===== config.mk =====
export PLATFORM = sky130hd
export DESIGN_NAME = d8_dmem_arbiter
export DESIGN_NICKNAME = d
export VERILOG_FILES = /design/src/rtl/d8_pkg.sv /design/src/rtl/d8_wait_timer.sv /design/src/rtl/d8_dmem_arbiter.sv
export SDC_FILE = /design/constraint.sdc
export NUM_CORES = 1
export LEC_CHECK = 0
export CAP_MARGIN = 20
export CELL_PAD_IN_SITES_DETAIL_PLACEMENT = 0
export CELL_PAD_IN_SITES_GLOBAL_PLACEMENT = 1
export CORE_ASPECT_RATIO = 1.75
export CORE_MARGIN = 10
export CORE_UTILIZATION = 23
export CTS_CLUSTER_DIAMETER = 120
export CTS_CLUSTER_SIZE = 16
export DETAILED_ROUTE_END_ITERATION = 6
export GPL_ROUTABILITY_DRIVEN = 0
export PLACE_DENSITY_LB_ADDON = 0.1
export SLEW_MARGIN = 15
export SYNTH_ARGS = -nofsm -noshare
export SYNTH_HDL_FRONTEND = slang
export SYNTH_SLANG_ARGS = --single-unit

===== constraint.sdc =====
create_clock -name sys_clk -period 3 [get_ports sys_clk]
set_clock_uncertainty 0.1 [all_clocks]
set_input_delay 0.3 -clock sys_clk [delete_from_list [all_inputs] [get_ports sys_clk]]
set_output_delay 0.3 -clock sys_clk [all_outputs]
set_load 0.1 [all_outputs]

===== src/rtl/d8_pkg.sv =====
// d8_pkg: shared widths and arbiter FSM state encoding
package d8_pkg;
  localparam int ADR_W = 8;
  localparam int DATA_W = 8;
  localparam logic [1:0] ST_IDLE = 2'd0;
  localparam logic [1:0] ST_RD1 = 2'd1;
  localparam logic [1:0] ST_RD2 = 2'd2;
endpackage


===== src/rtl/d8_wait_timer.sv =====
// d8_wait_timer: saturating host wait counter raising hold after MAX_WAIT blocked cycles
module d8_wait_timer #(
  parameter int MAX_WAIT = 4,
  parameter int CNT_W = 3
) (
  input  logic clk,
  input  logic rst_n,
  input  logic blocked,
  input  logic grant,
  output logic hold
);
  generate
    if (MAX_WAIT == 0) begin : g_off
      assign hold = 1'b0;
    end else begin : g_on
      logic [CNT_W-1:0] cnt;
      logic hold_q;
      always_ff @(posedge clk) begin
        if (!rst_n) begin
          cnt <= '0;
          hold_q <= 1'b0;
        end else if (grant) begin
          cnt <= '0;
          hold_q <= 1'b0;
        end else if (blocked) begin
          cnt <= (cnt == CNT_W'(MAX_WAIT)) ? cnt : cnt + 1'b1;
          hold_q <= hold_q | (cnt == CNT_W'(MAX_WAIT - 1));
        end
      end
      assign hold = hold_q;
    end
  endgenerate
endmodule


===== src/rtl/d8_dmem_arbiter.sv =====
// d8_dmem_arbiter: shares data memory between CPU MEM stage and host port with anti-starvation hold
module d8_dmem_arbiter
  import d8_pkg::*;
#(
  parameter int MAX_WAIT = 4,
  parameter int CNT_W = 3
) (
  input  logic              sys_clk,
  input  logic              sys_rst,
  input  logic              cpu_req,
  input  logic              cpu_w,
  input  logic [ADR_W-1:0]  cpu_adr,
  input  logic [DATA_W-1:0] cpu_din,
  input  logic              host_req,
  input  logic              host_w,
  input  logic [ADR_W-1:0]  host_adr,
  input  logic [DATA_W-1:0] host_din,
  output logic              host_ack,
  output logic              host_rvalid,
  output logic [DATA_W-1:0] host_rdata,
  output logic              cpu_hold,
  output logic [ADR_W-1:0]  md_adr,
  output logic [DATA_W-1:0] md_din,
  output logic              md_w,
  input  logic [DATA_W-1:0] md_dout
);
  logic [1:0] state;
  logic [1:0] state_nx;
  logic grant_host;
  logic blocked;
  always_comb begin
    grant_host = sys_rst & (state == ST_IDLE) & host_req & (cpu_hold | ~cpu_req);
    blocked = (state == ST_IDLE) & host_req & ~grant_host;
    host_ack = grant_host;
    md_adr = grant_host ? host_adr : cpu_adr;
    md_din = grant_host ? host_din : cpu_din;
    md_w = sys_rst & (grant_host ? host_w : (cpu_req & cpu_w & ~cpu_hold));
    host_rvalid = sys_rst & (state == ST_RD2);
    state_nx = (state == ST_IDLE) ? ((grant_host & ~host_w) ? ST_RD1 : ST_IDLE) :
               (state == ST_RD1) ? ST_RD2 : ST_IDLE;
  end
  always_ff @(posedge sys_clk) begin
    if (!sys_rst) begin
      state <= ST_IDLE;
      host_rdata <= '0;
    end else begin
      state <= state_nx;
      if (state == ST_RD1) host_rdata <= md_dout;
    end
  end
  d8_wait_timer #(.MAX_WAIT(MAX_WAIT), .CNT_W(CNT_W)) u_timer (
    .clk(sys_clk),
    .rst_n(sys_rst),
    .blocked(blocked),
    .grant(grant_host),
    .hold(cpu_hold)
  );
endmodule


==> reports/results.ini <==
[placed_design]
post-place-ws_ns = 0.578
post-dp-hpwl_mm = 2.98
io_buffers = 73

[synthesis]
ys_seq_area_frac = 0.320
syn_inst = 96
yosys_warnings = 0
syn_nets = 145
synthTopCellsByArea = dfxtp_1 32%, mux2_4 14%, nand2_1 11%
syn_avg_cell_area_um2 = 9.14
ys_ff_latch = 14
synth_area_um2 = 877
yosys.area.top_type = dfxtp_1
synth_top_cell_area_share = 0.320
synth_cell_types = 24

[cells_and_area]
drive_gt1_frac = 0.314
area_growth_pct = 112
nets = 219
n_antenna_cell = 0

[worst_setup_path]
r2r_cells = 3
cp_max_fo = 18
reg2reg_to = u_timer.g_on.cnt[1]
critPathLaunchType = input port
r2r_setup_slack_ns = 1.59
worstPathArrival_ns = 1.98
end_kind = output port
worstReg2RegStart = state[0]
crit_required_ns = 2.60
critPathKind = input port to output port

[power]
clkPwrFrac = 0.250
ir_worst_vdd_uv = 185
p_int_uw = 453
swShare = 0.361
p_leak_nw = 0.772
power.total_uw = 710
power_frac_seq = 0.272
comb_power_share = 0.478
switching_power_uw = 256
power.density_mw_per_mm2 = 382

[floorplan]
pin_count = 74
die_w_um = 66.7
die_area_mm2 = 0.00678
start_util = 0.239
die_h_um = 102
coreArea_mm2 = 0.00366
num_rows = 29

[sta]
setup_ws_ns = 0.621
grt_setup_unrepaired = no
worstMarginPinSlew_ns = 0.613
finalCriticalPeriod_ns = 2.38
fmax_ghz = 0.420
hold_viol = 0
finalCritPeriodShare = 0.793
final_max_slew_viol_count = 0
finalSetupViolations = 0
tns_ns = 0
relSlewSlack = 0.591

[clock_network]
cts_max_level = 1
postCtsHoldBufs = 0
clk_pin_slew_ns = 0.06
post_cts_buffers = 0
clockRootBuffer = clkbuf_8
numCtsBuffers = 3
clock_path_buffers = 2
cts_tree = yes
clkSinkCount = 14
cts_resized = 0
clock_latency_ns = 0.24

[detailed_routing]
drt-pass1-iter-count = 4
routed_via_density = 4.39
wl_per_cell_um = 15.3
drt_wl_total_mm = 3.29
first_iter_violations = 24
drc = 0
num_vias = 943
ant_nets = 0

[hold_path]
min_path_cells = 2
hold_path_end = host_rdata[6]
min-delay-start = host_rdata[6]
min_path_type = register to register

[global_routing]
antenna_found_initial = 0
grt_use_total = 0.0972
grt_max_degree = 19
overflow = 0
grt_pass1_vias = 1077
grt_pass1_wl_mm = 5.18

[job]
drv_cap = 0

[status]
status = completed

[Yosys cell counts, drive strengths merged]
cell type	count
mux2	16
inv	4
buf	2
ha	3
nand2	25
or3b	1
nand2b	1
or2b	1
nand3	4
nor2b	2
nand4b	1
a21oi	1
a21boi	10
clkbuf	3
o21ai	1
dfxtp	14
nor2	2
and2	1
o22ai	2
a31oi	1
nor3b	1
[metrics by stage]
step	hold slack, ns	cell area [um^2]	utilization	cells
2_1_floorplan	0.272	881	-	96
3_3_place_gp	0.350	1800	0.492	211
3_5_place_dp	0.360	1800	0.492	211
4_1_cts	0.368	1860	0.507	215
5_1_grt	0.391	1860	0.507	215
6_report	0.363	1860	0.507	215
[power by group through the flow]
stage	registers [mW]	logic [mW]	clock network, mW
floorplan	0.213	0.179	0
global placement	0.197	0.340	0
detailed placement	0.197	0.343	0
CTS	0.193	0.343	0.183
global route	0.193	0.354	0.190
finish	0.193	0.339	0.177
[layout by cell type, fill, tap and decap left out, drive strengths merged, types with 2 or more instances in the layout]
master / count
a21boi: 10
buf: 29
clkbuf: 4
clkdlybuf4s50: 45
dfxtp: 14
ha: 3
inv: 4
mux2: 16
nand2: 25
nand3: 4
nor2: 2
nor2b: 2
o22ai: 2
[critical path, cell delays in order]
cell and delay, ns:
clkdlybuf4s50_1 0.48, nor3b_4 0.31, nand3_4 0.31, mux2_4 0.40
buf_12 0.17
[cells by family (layout without fill, tap and decap cells)]
family / count (synthesis) / after routing / share of synthesized area
buffers and inverters: 9 / 82 / 0.0485
adder cells (fa/ha/maj): 3 / 3 / 0.0428
AND/OR/NAND/NOR: 39 / 39 / 0.231
multiplexers: 16 / 16 / 0.240
AO/OA/AOI/OAI: 15 / 15 / 0.118
flip-flops: 14 / 14 / 0.320
[worst max-delay path by stage]
stage | from | endpoint | slack (ns)
after floorplan | u_timer.hold | md_w | 0.40
after global placement | host_req | md_din[4] | 0.62
after detailed placement | host_req | md_din[4] | 0.58
after CTS | host_req | md_din[4] | 0.58
after global routing | host_req | md_adr[5] | 0.49
final | host_req | md_din[4] | 0.62
[sequential cells by signal, indices dropped and copies added (netlist names)]
register          count
state                 2
u_timer.g_on.cnt      3
host_rdata            8
u_timer.hold          1
[metal layers]
layer / wire length, um / track usage / part of all wire / up-vias
met5: 0 / 0 / 0 / -
li1: - / - / - / 469
met3: 575 / 0.0762 / 0.17 / 4
met1: 927 / 0.0802 / 0.28 / 418
met4: 58 / 0.0421 / 0.018 / 0
met2: 1730 / 0.165 / 0.53 / 52
[layout make-up]
| class | instances | area [um^2] |
|---|---|---|
| Fill cell | 347 | 1810 |
| Timing Repair Buffer | 74 | 893 |
| Multi-Input combinational cell | 73 | 558 |
| Sequential cell | 14 | 280 |
| Tap cell | 46 | 57.6 |
| Clock buffer | 4 | 55.1 |
| Inverter | 4 | 15.0 |
Power figures use the tool's default switching activity.
==> patch: new RTL, config.mk and constraints unchanged <==
`DATA_W`: 8 -> 12.
--- a/src/rtl/d8_pkg.sv
+++ b/src/rtl/d8_pkg.sv
@@ -2,5 +2,5 @@
 package d8_pkg;
   localparam int ADR_W = 8;
-  localparam int DATA_W = 8;
+  localparam int DATA_W = 12;
   localparam logic [1:0] ST_IDLE = 2'd0;
   localparam logic [1:0] ST_RD1 = 2'd1;
Ports: changed (5 resized); port bits go from 74 to 94. No check against the original RTL was run, so the function may have changed too.
==> patch against the original RTL <==
Cell count up 21%; setup slack worse by 0.090 ns; non-clock buffer count increased by 20; clock power rose by 9.6%; global-route usage grew 1.0 points; largest cell class unchanged; highest routed layer unchanged; sequential share of layout area increased by 0.38 points; design area up 25%; synthesized area rose by 27%; sequential cell count increased by 4; first-iteration DRC count is 42% higher; routed wire length up 40%; critical path depth did not move; power is 23% higher.
==> patch: results (changes against the original RTL) <==
stage	metric	value	unit	change
run_status	status	finished clean		unchanged
cts	insertion_delay	0.25	ns	
final_layout	layout.nets	271		was 219
cts	htree_levels	1		unchanged
min_path	min-delay-start	host_rdata[11]		was host_rdata[6]
synthesis	synth_flop_cell	dfxtp_1		unchanged
final_layout	fill_cells	422		was 347
global_route	antenna_found_initial	0		unchanged
final_layout	reg_top3	host_rdata (12), u_timer.g_on.cnt (3), state (2)		was host_rdata (8), u_timer.g_on.cnt (3), state (2)
power_and_ir_drop	leakage	0.993	nW	was 0.772 nW
synthesis	synth_nets	178		was 145
global_route	grt_pass1_vias	1315		was 1077
power_and_ir_drop	ir_drop	326	uV	was 185 uV
synthesis	netlist_top_cells_area	dfxtp_1 32%, mux2_4 24%, nand2_1 11%		was dfxtp_1 32%, mux2_4 14%, nand2_1 11%
setup_path	crit_family	simple AND/OR/NAND/NOR gates		was buffers and inverters
global_route	grt_pass1_wl	7110	um	was 5180 um
drt	wl_per_cell	17.6	um	was 15.3 um
final_layout	antenna_cells	0		unchanged
synthesis	async_reset_ff_share	0	%	unchanged
timing	worstMarginPinSlew	0.867	ns	was 0.613 ns
synthesis	ys_warn_count	0		unchanged
cts	cts_buffers	3		unchanged
setup_path	cp_slowest_stage_delay	0.47	ns	
drt	drtIter0Drc	34		was 24
synthesis	synth_cell_types	23		was 24
setup_path	worstReg2RegStart	state[0]		unchanged
placed_design	preCtsSetupSlack	0.497	ns	was 0.578 ns
setup_path	arrival	2.07	ns	was 1.98 ns
synthesis	netlist_top_cells_count	33 x nand2_1, 18 x dfxtp_1, 18 x mux2_4, 14 x a21boi_0, 4 x inv_1		was 25 x nand2_1, 14 x dfxtp_1, 10 x a21boi_0, 8 x mux2_2, 8 x mux2_4
placed_design	port_buffers	93		was 73
synthesis	ys_seq_area_share	32.4	%	was 32.0%
global_route	grt_util_all_layers	10.8	%	was 9.72%
placed_design	hpwl	4060	um	was 2980 um
setup_path	cp_max_fo	22		was 18
drt	viasPerCell	4.54		was 4.39
global_route	grt_start_max_net_pins	23		was 19
final_layout	drive_gt1_share	31.1	%	was 31.4%
cts	cts_resized	0		unchanged
-- patch: path summary, 6_finish.rpt --
check / slack, ns / end / cells after the start
setup / recovery: 0.53 / md_din[11] / 5
hold / removal: 0.36 / host_rdata[11] / 2
setup reg to reg: 1.37 / host_rdata[7] / 3
hold reg to reg: 0.36 / host_rdata[11] / 2
-- patch: layout make-up --
type	count	area [um^2]	area share, %
Inverter	4	15.0	0.644
Tap cell	52	65.1	2.79
Sequential cell	18	360	15.5
Timing Repair Buffer	94	1140	48.7
Multi-Input combinational cell	89	699	30.0
Clock buffer	4	55.1	2.36
-- patch: worst min-delay path: stages (launching register included) --
cell      delay [ns]
dfxtp_1         0.31
nand2_1         0.05
a21boi_0        0.06
-- patch: cell families (layout without fill, tap and decap cells) --
group	count (synthesis)	count (layout)	synth area share (%)
adder cells (fa/ha/maj)	3	3	3.38
flip-flops	18	18	32.4
multiplexers	20	20	26.4
buffers and inverters	10	102	4.95
AND/OR/NAND/NOR	47	47	20.8
AO/OA/AOI/OAI	19	19	12.0
-- patch: through the flow --
step,std cells,hold slack (ns),area (um^2),power [W]
6_report,261,0.363,2330,0.000872
5_1_grt,261,0.405,2330,0.000912
4_1_cts,261,0.368,2330,0.000887
3_5_place_dp,257,0.358,2280,0.000687
3_3_place_gp,257,0.353,2280,0.000682
2_1_floorplan,117,0.272,1110,0.000501
-- patch: metal layers --
metal	routed length, um	vias to the layer above	global-route usage (%)
met4	51	0	3.44
met1	1710	533	10.8
met5	0	-	0
met2	2230	68	18.4
met3	611	4	5.51
li1	-	579	-
-- patch: report_power, final --
part / internal, W / switching, W
clock: 0.000116 / 0.0000779
combinational: 0.000188 / 0.000242
sequential: 0.000244 / 0.00000358
